==> config.mk <==
export PLATFORM = sky130hd
export DESIGN_NAME = rf_wb_arbiter_flat
export DESIGN_NICKNAME = d
export VERILOG_FILES = /design/src/rtl/rf_wb_arbiter_if.sv /design/src/rtl/rf_wb_arbiter.sv /design/src/flat_wrapper.sv
export SDC_FILE = /design/constraint.sdc
export NUM_CORES = 1
export LEC_CHECK = 0
export CAP_MARGIN = 10
export CORE_ASPECT_RATIO = 1.75
export CORE_MARGIN = 10
export CORE_UTILIZATION = 55
export DETAILED_ROUTE_END_ITERATION = 12
export PLACE_DENSITY = 0.87
export SETUP_SLACK_MARGIN = 0.15
export SYNTH_ARGS = -nofsm -noshare
export SYNTH_HDL_FRONTEND = slang
export SYNTH_SLANG_ARGS = --single-unit
==> constraint.sdc <==
create_clock -name clk -period 11.05 [get_ports clk]
set_clock_uncertainty 0.05 [all_clocks]
set_input_delay 2.21 -clock clk [delete_from_list [all_inputs] [get_ports clk]]
set_output_delay 2.21 -clock clk [all_outputs]
set_load 0.02 [all_outputs]
==> src/rtl/rf_wb_arbiter_if.sv <==
// Write-back bus between the result sources (pipeline WB, mul/div) and the regfile arbiter.
// The slave modport is the arbiter side; the master modport is the source/regfile/decode side.
interface rf_wb_arbiter_if;
  logic        a_valid;
  logic [4:0]  a_addr;
  logic [31:0] a_data;
  logic        b_valid;
  logic        b_ready;
  logic [4:0]  b_addr;
  logic [31:0] b_data;
  logic [4:0]  q_addr;
  logic        q_pending;
  logic        a_hold;
  logic        rf_write;
  logic [4:0]  rf_waddr;
  logic [31:0] rf_idata;
  logic        fwd_hit;
  logic [31:0] fwd_data;

  modport slave (
    input  a_valid, a_addr, a_data, b_valid, b_addr, b_data, q_addr,
    output b_ready, q_pending, a_hold, rf_write, rf_waddr, rf_idata, fwd_hit, fwd_data
  );

  modport master (
    output a_valid, a_addr, a_data, b_valid, b_addr, b_data, q_addr,
    input  b_ready, q_pending, a_hold, rf_write, rf_waddr, rf_idata, fwd_hit, fwd_data
  );
endinterface

==> src/rtl/rf_wb_arbiter.sv <==
// Register-file write-back arbiter: pipeline WB (A) has priority, mul/div results (B) are queued.
// Optional write forwarding to decode is enabled by defining RF_WB_FWD_EN.
module rf_wb_arbiter #(
  parameter int DEPTH      = 4,
  parameter int STARVE_MAX = 8
) (
  input  logic            clk,
  input  logic            rst_n,
  rf_wb_arbiter_if.slave  bus
);
  localparam int PW = $clog2(DEPTH);
  localparam int SW = (STARVE_MAX > 1) ? $clog2(STARVE_MAX) : 1;
  localparam logic [SW-1:0] STARVE_LIM = SW'(STARVE_MAX - 1);
  localparam logic [PW:0]   FULL_CNT   = (PW+1)'(DEPTH);

  logic [4:0]       mem_addr [DEPTH];
  logic [31:0]      mem_data [DEPTH];
  logic [DEPTH-1:0] live;
  logic [PW-1:0]    head;
  logic [PW-1:0]    tail;
  logic [PW:0]      count;
  logic [SW-1:0]    starve_cnt;
  logic             hold_q;

  logic             vld_p1;
  logic [4:0]       waddr_p1;
  logic [31:0]      wdata_p1;

  logic             a_act;
  logic             b_rdy;
  logic             push;
  logic             live_any;
  logic             do_pop;
  logic             pop_wr;
  logic             found;
  logic [PW-1:0]    sel;
  logic [PW-1:0]    idx;
  logic [PW:0]      nscan;
  logic [PW:0]      npop;
  logic [DEPTH-1:0] inval;
  logic [DEPTH-1:0] pend;

  function automatic logic [SW-1:0] sat_inc(input logic [SW-1:0] v);
    return (v == STARVE_LIM) ? v : v + SW'(1);
  endfunction

  assign a_act    = bus.a_valid && (bus.a_addr != 5'd0);
  assign b_rdy    = (count != FULL_CNT);
  assign push     = bus.b_valid && b_rdy && (bus.b_addr != 5'd0);
  assign live_any = |live;
  assign do_pop   = !a_act && (count != '0);
  assign pop_wr   = do_pop && found;
  assign npop     = do_pop ? nscan : '0;

  // Find the oldest live entry; dead entries ahead of it are retired in the same pop.
  always_comb begin
    found = 1'b0;
    sel   = head;
    idx   = head;
    nscan = '0;
    for (int i = 0; i < DEPTH; i++) begin
      idx = head + PW'(i);
      if (!found && ((PW+1)'(i) < count)) begin
        nscan = (PW+1)'(i + 1);
        if (live[idx]) begin
          found = 1'b1;
          sel   = idx;
        end
      end
    end
  end

  always_comb begin
    inval = '0;
    pend  = '0;
    for (int i = 0; i < DEPTH; i++) begin
      inval[i] = a_act && live[i] && (mem_addr[i] == bus.a_addr);
      pend[i]  = live[i] && (mem_addr[i] == bus.q_addr);
    end
  end

  always_ff @(posedge clk) begin
    if (push) begin
      mem_addr[tail] <= bus.b_addr;
      mem_data[tail] <= bus.b_data;
    end
  end

  always_ff @(posedge clk or negedge rst_n) begin
    if (!rst_n) begin
      head       <= '0;
      tail       <= '0;
      count      <= '0;
      live       <= '0;
      starve_cnt <= '0;
      hold_q     <= 1'b0;
    end else begin
      head  <= head + npop[PW-1:0];
      tail  <= tail + PW'(push);
      count <= count - npop + (PW+1)'(push);
      for (int i = 0; i < DEPTH; i++) begin
        if (inval[i]) live[i] <= 1'b0;
      end
      if (pop_wr) live[sel]  <= 1'b0;
      if (push)   live[tail] <= 1'b1;

      starve_cnt <= (a_act && live_any) ? sat_inc(starve_cnt) : '0;
      if (pop_wr || !live_any)
        hold_q <= 1'b0;
      else if (starve_cnt == STARVE_LIM)
        hold_q <= 1'b1;
    end
  end

  // Stage p1: registered regfile write port.
  always_ff @(posedge clk or negedge rst_n) begin
    if (!rst_n) begin
      vld_p1   <= 1'b0;
      waddr_p1 <= '0;
      wdata_p1 <= '0;
    end else if (a_act) begin
      vld_p1   <= 1'b1;
      waddr_p1 <= bus.a_addr;
      wdata_p1 <= bus.a_data;
    end else if (pop_wr) begin
      vld_p1   <= 1'b1;
      waddr_p1 <= mem_addr[sel];
      wdata_p1 <= mem_data[sel];
    end else begin
      vld_p1   <= 1'b0;
    end
  end

  assign bus.b_ready   = b_rdy;
  assign bus.q_pending = (|pend) && (bus.q_addr != 5'd0);
  assign bus.a_hold    = hold_q;
  assign bus.rf_write  = vld_p1;
  assign bus.rf_waddr  = waddr_p1;
  assign bus.rf_idata  = wdata_p1;

`ifdef RF_WB_FWD_EN
  logic fwd_hit_c;
  assign fwd_hit_c    = vld_p1 && (waddr_p1 == bus.q_addr) && (bus.q_addr != 5'd0);
  assign bus.fwd_hit  = fwd_hit_c;
  assign bus.fwd_data = fwd_hit_c ? wdata_p1 : '0;
`else
  assign bus.fwd_hit  = 1'b0;
  assign bus.fwd_data = '0;
`endif

endmodule

==> src/flat_wrapper.sv <==
// flat-port wrapper written by rule: the top's interface ports become plain ports
module rf_wb_arbiter_flat 
#(
  parameter int DEPTH      = 4,
  parameter int STARVE_MAX = 8
)
  (clk, rst_n, bus_a_valid, bus_a_addr, bus_a_data, bus_b_valid, bus_b_addr, bus_b_data, bus_q_addr, bus_b_ready, bus_q_pending, bus_a_hold, bus_rf_write, bus_rf_waddr, bus_rf_idata, bus_fwd_hit, bus_fwd_data);
  rf_wb_arbiter_if bus_i ();
  input  logic clk;
  input  logic rst_n;
  input wire logic [$bits(bus_i.a_valid)-1:0] bus_a_valid;
  input wire logic [$bits(bus_i.a_addr)-1:0] bus_a_addr;
  input wire logic [$bits(bus_i.a_data)-1:0] bus_a_data;
  input wire logic [$bits(bus_i.b_valid)-1:0] bus_b_valid;
  input wire logic [$bits(bus_i.b_addr)-1:0] bus_b_addr;
  input wire logic [$bits(bus_i.b_data)-1:0] bus_b_data;
  input wire logic [$bits(bus_i.q_addr)-1:0] bus_q_addr;
  output wire logic [$bits(bus_i.b_ready)-1:0] bus_b_ready;
  output wire logic [$bits(bus_i.q_pending)-1:0] bus_q_pending;
  output wire logic [$bits(bus_i.a_hold)-1:0] bus_a_hold;
  output wire logic [$bits(bus_i.rf_write)-1:0] bus_rf_write;
  output wire logic [$bits(bus_i.rf_waddr)-1:0] bus_rf_waddr;
  output wire logic [$bits(bus_i.rf_idata)-1:0] bus_rf_idata;
  output wire logic [$bits(bus_i.fwd_hit)-1:0] bus_fwd_hit;
  output wire logic [$bits(bus_i.fwd_data)-1:0] bus_fwd_data;
  assign bus_i.a_valid = bus_a_valid;
  assign bus_i.a_addr = bus_a_addr;
  assign bus_i.a_data = bus_a_data;
  assign bus_i.b_valid = bus_b_valid;
  assign bus_i.b_addr = bus_b_addr;
  assign bus_i.b_data = bus_b_data;
  assign bus_i.q_addr = bus_q_addr;
  assign bus_b_ready = bus_i.b_ready;
  assign bus_q_pending = bus_i.q_pending;
  assign bus_a_hold = bus_i.a_hold;
  assign bus_rf_write = bus_i.rf_write;
  assign bus_rf_waddr = bus_i.rf_waddr;
  assign bus_rf_idata = bus_i.rf_idata;
  assign bus_fwd_hit = bus_i.fwd_hit;
  assign bus_fwd_data = bus_i.fwd_data;
  rf_wb_arbiter #(.DEPTH(DEPTH), .STARVE_MAX(STARVE_MAX)) u_core (.clk(clk), .rst_n(rst_n), .bus(bus_i));
endmodule
* Yosys cells after proc, flatten, opt, wreduce, memory -nomap -nowiden
Memory sizes are Yosys's and may differ from the RTL's.
Index checks and enable logic that the tools add are counted.
** Operators by class
- Add/subtract/negate cells :: 8
- Magnitude comparators :: 12
- Equality and inequality tests :: 11
- Multiplexer cells :: 49
- Bitwise logic cells :: 3
- Reductions and logical operators :: 38
** Operators by type and width (number)
- 32-bit 2-to-1 mux :: 2
- 5-bit equality test :: 8
- 1-bit 2-to-1 mux :: 25
- 1-bit logical AND :: 24
- 2-bit by 3-bit less-than comparator with 1-bit output (second input constant) :: 6
- 2-bit 2-to-1 mux :: 8
- 5-bit nonzero test :: 3
- 3-bit 2-to-1 mux :: 4
- 5-bit 2-to-1 mux :: 2
- 1-bit binary-select mux with 2-bit select :: 4
- 4-bit 2-to-1 mux :: 2
- 4-bit OR reduction :: 2
- 1-bit by 3-bit less-than comparator with 1-bit output (first input constant) :: 2
- 2-bit by 3-bit less-than comparator with 1-bit output (first input constant) :: 2
- 1-bit logical NOT :: 5
- 2-bit adder (second input constant) :: 2
- 4-bit bitwise AND :: 1
- 1-bit demux with 2-bit select :: 2
- 2-bit by 1-bit greater-or-equal comparator with 1-bit output (second input constant) :: 2
- 4-bit NOT :: 1
- 4-bit bitwise OR :: 1
- 2-bit nonzero test :: 2
- 3-bit by 1-bit adder with 3-bit output :: 1
- 3-bit by 1-bit adder with 3-bit output (second input constant) :: 1
- other kinds (9) :: 9
** Word-level totals
- Register bits :: 53
- Memory bits (writable) :: 148
- Input port bits :: 83
- Output and inout port bits :: 74
- Word-level logic and storage cells :: 132
- Memories :: 2
** Memories
- u_core.mem_data :: depth 4, width 32, read ports 1, clocked after Yosys merged registers in 0, wr ports 1, RTL line rf_wb_arbiter.sv:17 : logic [31:0] mem_data [DEPTH];
- u_core.mem_addr :: depth 4, width 5, read ports 5, clocked after Yosys merged registers in 0, wr ports 1, RTL line rf_wb_arbiter.sv:16 : logic [4:0] mem_addr [DEPTH];

* Logic depth before layout (Yosys ltp)
Gate-level depths: netlist of run 1.
- Depth after elaboration :: 22
- Mapped depth :: 11
- Depth with buffers taken out :: 10

* Worst setup path before layout of run 1
Ideal clock, no wire load.
- Path kind :: input to register
- Start :: input port bus_b_addr[3]
- End :: memory u_core.mem_addr[1][0] (enable)
- Setup time :: 0.487 ns
- Arrival :: 5.235 ns
- Data required time :: 10.513 ns
- Setup slack :: 5.278 ns
- Stages :: 3
- Buffers on the path :: 0
- Cells stage by stage :: or4_1 -> o211ai_1 -> nor3b_1
** Between the ends
- Longest elaborated chain between the ends :: 4
** RTL lines
- start, declared :: RTL line flat_wrapper.sv:15 : input wire logic [$bits(bus_i.b_addr)-1:0] bus_b_addr;
- 5-bit nonzero test :: RTL line rf_wb_arbiter.sv:49 : assign push = bus.b_valid && b_rdy && (bus.b_addr != 5'd0);
- 1-bit logical AND :: RTL line rf_wb_arbiter.sv:49
- 1-bit 2-to-1 mux :: RTL line rf_wb_arbiter.sv:83 : if (push) begin
- 1-bit 2-to-1 mux (not written as such) :: RTL line rf_wb_arbiter.sv:84 : mem_addr[tail] <= bus.b_addr;
- end, declared :: RTL line rf_wb_arbiter.sv:16
Every way passes these cells.

* Worst setup path after layout of run 1
- Start :: input port bus_q_addr[2]
- End :: output port bus_q_pending
** Between the ends
- Longest elaborated chain between the ends :: 4
- Elaborated cells between the ends (all ways) :: 11
- Classes of those cells :: eq/ne: 4; reduce/logical: 7
** RTL lines
- start, declared :: RTL line flat_wrapper.sv:17 : input wire logic [$bits(bus_i.q_addr)-1:0] bus_q_addr;
- 5-bit equality test :: RTL line rf_wb_arbiter.sv:78 : pend[i] = live[i] && (mem_addr[i] == bus.q_addr);
- 1-bit logical AND :: RTL line rf_wb_arbiter.sv:78
- 4-bit OR reduction :: RTL line rf_wb_arbiter.sv:135 : assign bus.q_pending = (|pend) && (bus.q_addr != 5'd0);
- 1-bit logical AND (*) :: RTL line rf_wb_arbiter.sv:135
- end, declared :: RTL line flat_wrapper.sv:19 : output wire logic [$bits(bus_i.q_pending)-1:0] bus_q_pending;
Mark *: on every way between the ends. The rest lies on a longest branch, timed or not.

==> flow_metrics.py, run 1 <==
metrics = {
    "setup_path": {
        "r2r_setup_slack_ns": 6.84,
        "r2r-end": "u_core.bus.rf_idata[31]",
        "cp.required_ns": 8.79,
        "path_common_cell": "clkdlybuf4s50_1",
        "cpPeakStageDelay_ns": 0.62,
        "reg2reg_from": "u_core.head[0]",
        "reg2reg_depth": 7,
        "worstSetupEndpointType": "output port",
        "setup.worst_path.start": "bus_q_addr[2]",
        "crit_fanout": 5,
        "endpoint": "bus_q_pending",
        "crit_chain": "clkdlybuf4s50_1, xor2_1, nor4_1, nand3_1, nand4_1, o21a_1, clkdlybuf4s50_1",
        "start_kind": "input port",
        "crit_path_top_delay_cell": "clkdlybuf4s50_1",
        "crit_type": "input port to output port",
        "arrival_ns": 4.34,
    },
    "detailed_routing": {
        "wl_met2_um": 12500,
        "vias_per_cell": 6.01,
        "dr.pass1.iters": 5,
        "drtIter0Drc": 464,
        "wl_um": 23000,
        "drc": 0,
        "wl_per_cell_um": 22.8,
        "routed.top_layer": "met4",
        "drt-met1-wl_um": 8390,
        "vias": 6057,
        "wl_met3_um": 1510,
        "drtAntennaViolNets": 0,
    },
    "timing": {
        "rsz0062_at_grt": "false",
        "fin_crit_sh_pct": 59.7,
        "fin_ws_ns": 4.45,
        "hold_violations": 0,
        "period_needed_ns": 6.60,
        "clock.fmax_mhz": 152,
        "slew_headroom_pct": 20.3,
        "report.final.setup_viol": 0,
        "fin_setup_tns_ns": 0,
        "finalMaxSlewViolations": 0,
        "whs_ns": 0.471,
        "tightestPinTransition_ns": 1.20,
    },
    "pwr": {
        "peakVddDrop_mv": 0.202,
        "cellPowerDensity_nw_per_um2": 290,
        "leakage_nw": 4.10,
        "p_total_mw": 3.24,
    },
    "cells_and_area": {
        "syn_to_final_growth_pct": 18.8,
        "n_antenna_cell": 0,
        "most-common-layout-cells": "edfxtp_1, clkdlybuf4s50_1, mux2i_1, dfrtp_1, conb_1",
        "layout.cells.non_filler": 1008,
        "final_common_cell": "edfxtp_1",
        "final_nets": 858,
        "fin_util_pct": 66.0,
        "fin_area_sq_um": 11100,
        "drive_above_1_share_pct": 7.81,
    },
    "run_status": {
        "status": "complete, no violations",
    },
    "global_routing": {
        "antenna_found_initial": 0,
        "grt_overflow": 0,
        "grt_max_degree": 66,
        "grt_pass1_wl_um": 36000,
        "first_global_vias": 6551,
        "grtUsageTotal_pct": 19.6,
    },
    "clocking": {
        "cts_tree": "built",
        "cts.sinks": 201,
        "postCtsSetupBuffers": 0,
        "post_cts_resized": 0,
        "h-tree-depth": 1,
        "hold_buffers": 0,
        "clk_path_buf_depth": 3,
        "clk_pin_slew_ns": 0.06,
        "cts_buffers": 18,
        "cts_root_buf": "clkbuf_16",
        "worstSkewPairLatency_ns": 0.47,
    },
    "placement": {
        "hpwl_um": 15400,
        "dpl_cell_area_sq_um": 10600,
        "dp.cells": 976,
        "globalplace.congestion": 0.881,
        "dp_slack_ns": 4.53,
        "port_buffers": 123,
    },
    "synthesis": {
        "synth_area_sq_um": 9380,
        "synth_seq_cells": 201,
        "syn_avg_cell_area_sq_um": 14.0,
        "synthCells": 671,
        "synthArstFlopShare_pct": 26.4,
        "yosys.cell_types.count": 66,
        "synth_warnings": 0,
        "ys_seq_area_share_pct": 61.6,
        "synth_ff_type": "edfxtp_1",
        "synth_edf_count": 148,
    },
    "min_path": {
        "holdCritPathClass": "flop to flop",
    },
    "die": {
        "start_util_pct": 55.6,
        "ios": 157,
        "die_area_sq_um": 22900,
        "dieWidth_um": 119,
        "fp.coreArea_sq_um": 16900,
        "rows": 63,
        "die_y_um": 193,
    },
    "job": {
        "cap_violations": 0,
    },
}
final cells by class:
cell class,count,area (sq um)
clock inverters,9,93.8
clock buffers,23,490
flip-flops and latches,201,5770
multi-input cells,411,3190
well taps,227,284
inverters,5,18.8
repair buffers,132,1290
fillers,1186,5730
Yosys cell counts (6+ instances only):
cell type    n  area (sq um)
a211oi_1     8          60.1
a211oi_2     9           113
a21boi_0    13          97.6
a21oi_1      7          35.0
a2bb2oi_1   19           166
buf_2       13          65.1
buf_4       36           270
buf_6       10           113
clkbuf_1    26          97.6
dfrtp_1     53          1330
edfxtp_1   148          4440
mux2i_1     63           631
nand2_1     29           109
nand2b_1    20           125
nand3_1      6          30.0
nor2_1      10          37.5
nor3_1       6          30.0
o221ai_1    25           219
o22ai_1     14          87.6
o311ai_0     8          70.1
o311ai_1     7          61.3
o31ai_1     13          97.6
xnor2_1     17           149
xor2_1      30           263
power by group:
group	internal [mW]	total [mW]	switching (mW)
Combinational	0.614	1.42	0.804
Sequential	1.03	1.20	0.167
Clock	0.361	0.617	0.256
layer usage:
metal	vias up	global-route usage, %
li1	2727	-
met5	-	0
met2	266	36.1
met4	0	7.64
met3	48	3.60
met1	3016	21.8
kinds of logic after synthesis:
logic type | after synthesis | synth area share [%]
multiplexers | 65 | 7.21
AND/OR/NAND/NOR | 106 | 6.18
buffers and inverters | 91 | 6.06
flip-flops | 201 | 61.6
other | 1 | 0.0400
XOR/XNOR | 47 | 4.39
adder cells (fa/ha/maj) | 6 | 0.881
AO/OA/AOI/OAI | 154 | 13.7
flip-flops by register name (all words and copies together) (netlist names):
| name | count |
|---|---|
| u_core.bus.rf_idata | 32 |
| u_core.mem_data | 128 |
| u_core.live | 4 |
| u_core.bus.rf_waddr | 5 |
| u_core.bus.a_hold | 1 |
| u_core.mem_addr | 20 |
| u_core.count | 3 |
| u_core.tail | 2 |
| u_core.head | 2 |
| u_core.bus.rf_write | 1 |
| u_core.starve_cnt | 3 |
worst max-delay path: cells and delay by family:
| family | cells | cell delay, ns |
|---|---|---|
| AO/OA/AOI/OAI | 1 | 0.13 |
| AND/OR/NAND/NOR | 3 | 0.63 |
| buffers and inverters | 2 | 1.23 |
| XOR/XNOR | 1 | 0.14 |
worst min path at each step:
stage                                 startpoint                       to  slack [ns]  cells after the start
after global routing       u_core.mem_data[3][3]   u_core.bus.rf_idata[3]        0.49                      2
after CTS                  u_core.mem_data[3][3]   u_core.bus.rf_idata[3]        0.47                      2
after global placement    u_core.mem_data[3][14]  u_core.bus.rf_idata[14]        0.45                      2
after detailed placement   u_core.mem_data[3][3]   u_core.bus.rf_idata[3]        0.46                      2
final                     u_core.mem_data[3][14]  u_core.bus.rf_idata[14]        0.47                      2
after floorplan            u_core.mem_data[3][0]   u_core.bus.rf_idata[0]        0.44                      2
No activity file was read; power rests on OpenSTA's default activity.
==> run 2, diff against run 1 <==
Settings changed: CORE_UTILIZATION 55 to 54, PLACE_DENSITY 0.87 to 0.86.
Clock period 11.05 ns to 6.36 ns, I/O delays scaled along.
==> run 2 against run 1 <==
Effect of this change: cell area grew 0.11%; power grew 75%; worst hold slack gained 0.010 ns; clock power grew 78%; wire length grew 2.2%; sequential share of layout area shrank 0.058 points; worst setup slack lost 2.7 ns; critical path depth is the same; global-route usage shrank 0.12 points; register-to-register slack lost 4.4 ns; flip-flop and latch count is the same.
==> flow_metrics.py, run 2 (same netlist as run 1, synthesis figures left out) <==
metrics = {
    "setup_path": {
        "crit_path_top_delay_cell": "clkdlybuf4s50_1",
        "crit_family": "buffers and inverters",
        "reg2reg_depth": 7,
        "crit_type": "input port to output port",
        "path_buf_inv": 2,
        "arrival_ns": 3.29,
        "start_kind": "input port",
        "crit_fanout": 5,
        "crit_cells": 7,
        "cpPeakStageDelay_ns": 0.60,
        "crit_chain": "clkdlybuf4s50_1, xor2_1, nor4_1, nand3_1, nand4_1, o21a_1, clkdlybuf4s50_1",
        "cp.required_ns": 5.04,
        "worstSetupEndpointType": "output port",
        "path_common_cell": "clkdlybuf4s50_1",
    },
    "die": {
        "fp.coreArea_sq_um": 17000,
        "die_area_sq_um": 23200,
        "die_y_um": 194,
        "rows": 63,
        "ios": 157,
        "dieWidth_um": 120,
        "start_util_pct": 55.1,
    },
    "clocking": {
        "cts_tree": "built",
        "postCtsSetupBuffers": 0,
        "cts_buffers": 18,
        "h-tree-depth": 1,
        "clk_pin_slew_ns": 0.07,
        "cts.sinks": 201,
        "hold_buffers": 0,
        "worstSkewPairLatency_ns": 0.48,
        "cts_root_buf": "clkbuf_16",
        "clk_path_buf_depth": 3,
        "post_cts_resized": 0,
    },
    "global_routing": {
        "globalRouteMet3Util_pct": 3.74,
        "use_met1_pct": 21.4,
        "grt_overflow": 0,
        "first_global_vias": 6692,
        "grt_pass1_wl_um": 36300,
        "use_met2_pct": 35.0,
        "grtUsageTotal_pct": 19.5,
        "antenna_found_initial": 0,
        "grt_max_degree": 66,
        "busiest_layer": "met2",
    },
    "detailed_routing": {
        "drc": 0,
        "wl_per_cell_um": 23.3,
        "vias_per_cell": 6.10,
        "wl_um": 23500,
        "vias": 6153,
        "drtAntennaViolNets": 0,
        "dr.pass1.iters": 7,
        "drtIter0Drc": 469,
    },
    "cells_and_area": {
        "largest_register_ffs": 128,
        "n_antenna_cell": 0,
        "drive_above_1_share_pct": 8.32,
        "regMostFlops": "u_core.mem_data",
        "fill_cells": 1206,
        "final_nets": 858,
        "final_common_cell": "edfxtp_1",
        "most-common-layout-cells": "edfxtp_1, clkdlybuf4s50_1, mux2i_1, dfrtp_1, conb_1",
        "syn_to_final_growth_pct": 18.9,
    },
    "timing": {
        "fin_ws_ns": 1.74,
        "period_needed_ns": 4.62,
        "whs_ns": 0.481,
        "fin_setup_tns_ns": 0,
        "report.final.setup_viol": 0,
        "fin_crit_sh_pct": 72.6,
        "rsz0062_at_grt": "false",
        "hold_violations": 0,
        "clock.fmax_mhz": 217,
        "finalMaxSlewViolations": 0,
        "slew_headroom_pct": 16.7,
        "tightestPinTransition_ns": 1.25,
    },
    "pwr": {
        "leakage_nw": 4.11,
        "p_seq_share_pct": 36.9,
        "intPower_mw": 3.50,
        "cellPowerDensity_nw_per_um2": 507,
        "peakVddDrop_mv": 0.308,
        "combPwrFrac_pct": 43.7,
        "clkPwrFrac_pct": 19.4,
        "p_sw_share_pct": 38.2,
        "power.switching_mw": 2.16,
    },
    "placement": {
        "hpwl_um": 15700,
        "port_buffers": 123,
        "dp_slack_ns": 1.40,
        "globalplace.congestion": 0.868,
    },
    "run_status": {
        "status": "complete, no violations",
    },
    "min_path": {
        "hold_depth": 2,
        "holdCritPathClass": "flop to flop",
    },
    "job": {
        "cap_violations": 0,
    },
}
## run 2: changes by cell type in the layout (fill, tap and decap cells not counted)
cell        previous run  this run
clkinv_4               1         0
clkinvlp_4             0         1
clkinv_1               4         0
clkinv_2               2         5
clkbuf_8               0         1
## run 2: through the flow
stage	cells	cell area [sq um]	utilization, %	total power, mW
final	1008	11200	65.5	5.66
after detailed placement	976	10600	62.0	4.56
after global placement	976	10600	62.0	4.45
after CTS	1008	11200	65.5	5.66
after global routing	1008	11200	65.5	5.93
after floorplan	703	9500	-	3.90
## run 2: final timing paths
check | slack, ns | start | endpoint
max | 1.74 | bus_q_addr[3] | bus_q_pending
max in group asynchronous | 4.84 | rst_n | u_core.bus.rf_idata[31]
max reg2reg | 2.42 | u_core.head[1] | u_core.bus.rf_idata[29]
min in group asynchronous | 0.88 | rst_n | u_core.bus.rf_idata[3]
min reg2reg | 0.48 | u_core.mem_data[3][22] | u_core.bus.rf_idata[22]
min | 0.48 | u_core.mem_data[3][22] | u_core.bus.rf_idata[22]
## run 2: worst register-to-register path: stages (launching register included)
cell and delay, ns:
dfrtp_1 0.69, mux4_2 0.57, o211ai_1 0.20, a21o_1 0.49, and2_4 0.76, buf_4 0.57, mux2i_1 0.28, o221ai_1 0.15
## run 2: power groups by stage
stage | Sequential (mW) | Clock (mW) | Combinational [mW]
after floorplan | 2.12 | 0 | 1.78
after global placement | 2.08 | 0 | 2.37
after detailed placement | 2.10 | 0 | 2.46
after CTS | 2.08 | 1.11 | 2.47
after global routing | 2.12 | 1.16 | 2.65
final | 2.09 | 1.10 | 2.47
## run 2: layout make-up
| type | instances | area [sq um] | area share [%] |
|---|---|---|---|
| well taps | 227 | 284 | 2.55 |
| inverters | 5 | 18.8 | 0.168 |
| multi-input cells | 411 | 3190 | 28.6 |
| flip-flops and latches | 201 | 5770 | 51.8 |
| repair buffers | 132 | 1290 | 11.6 |
| clock inverters | 8 | 92.6 | 0.830 |
| clock buffers | 24 | 504 | 4.52 |
## run 2: routing by layer
layer / vias up / part of all wire, %
li1: 2718 / -
met1: 3059 / 35
met2: 311 / 54
met3: 65 / 7.4
met4: 0 / 3.6
met5: - / 0
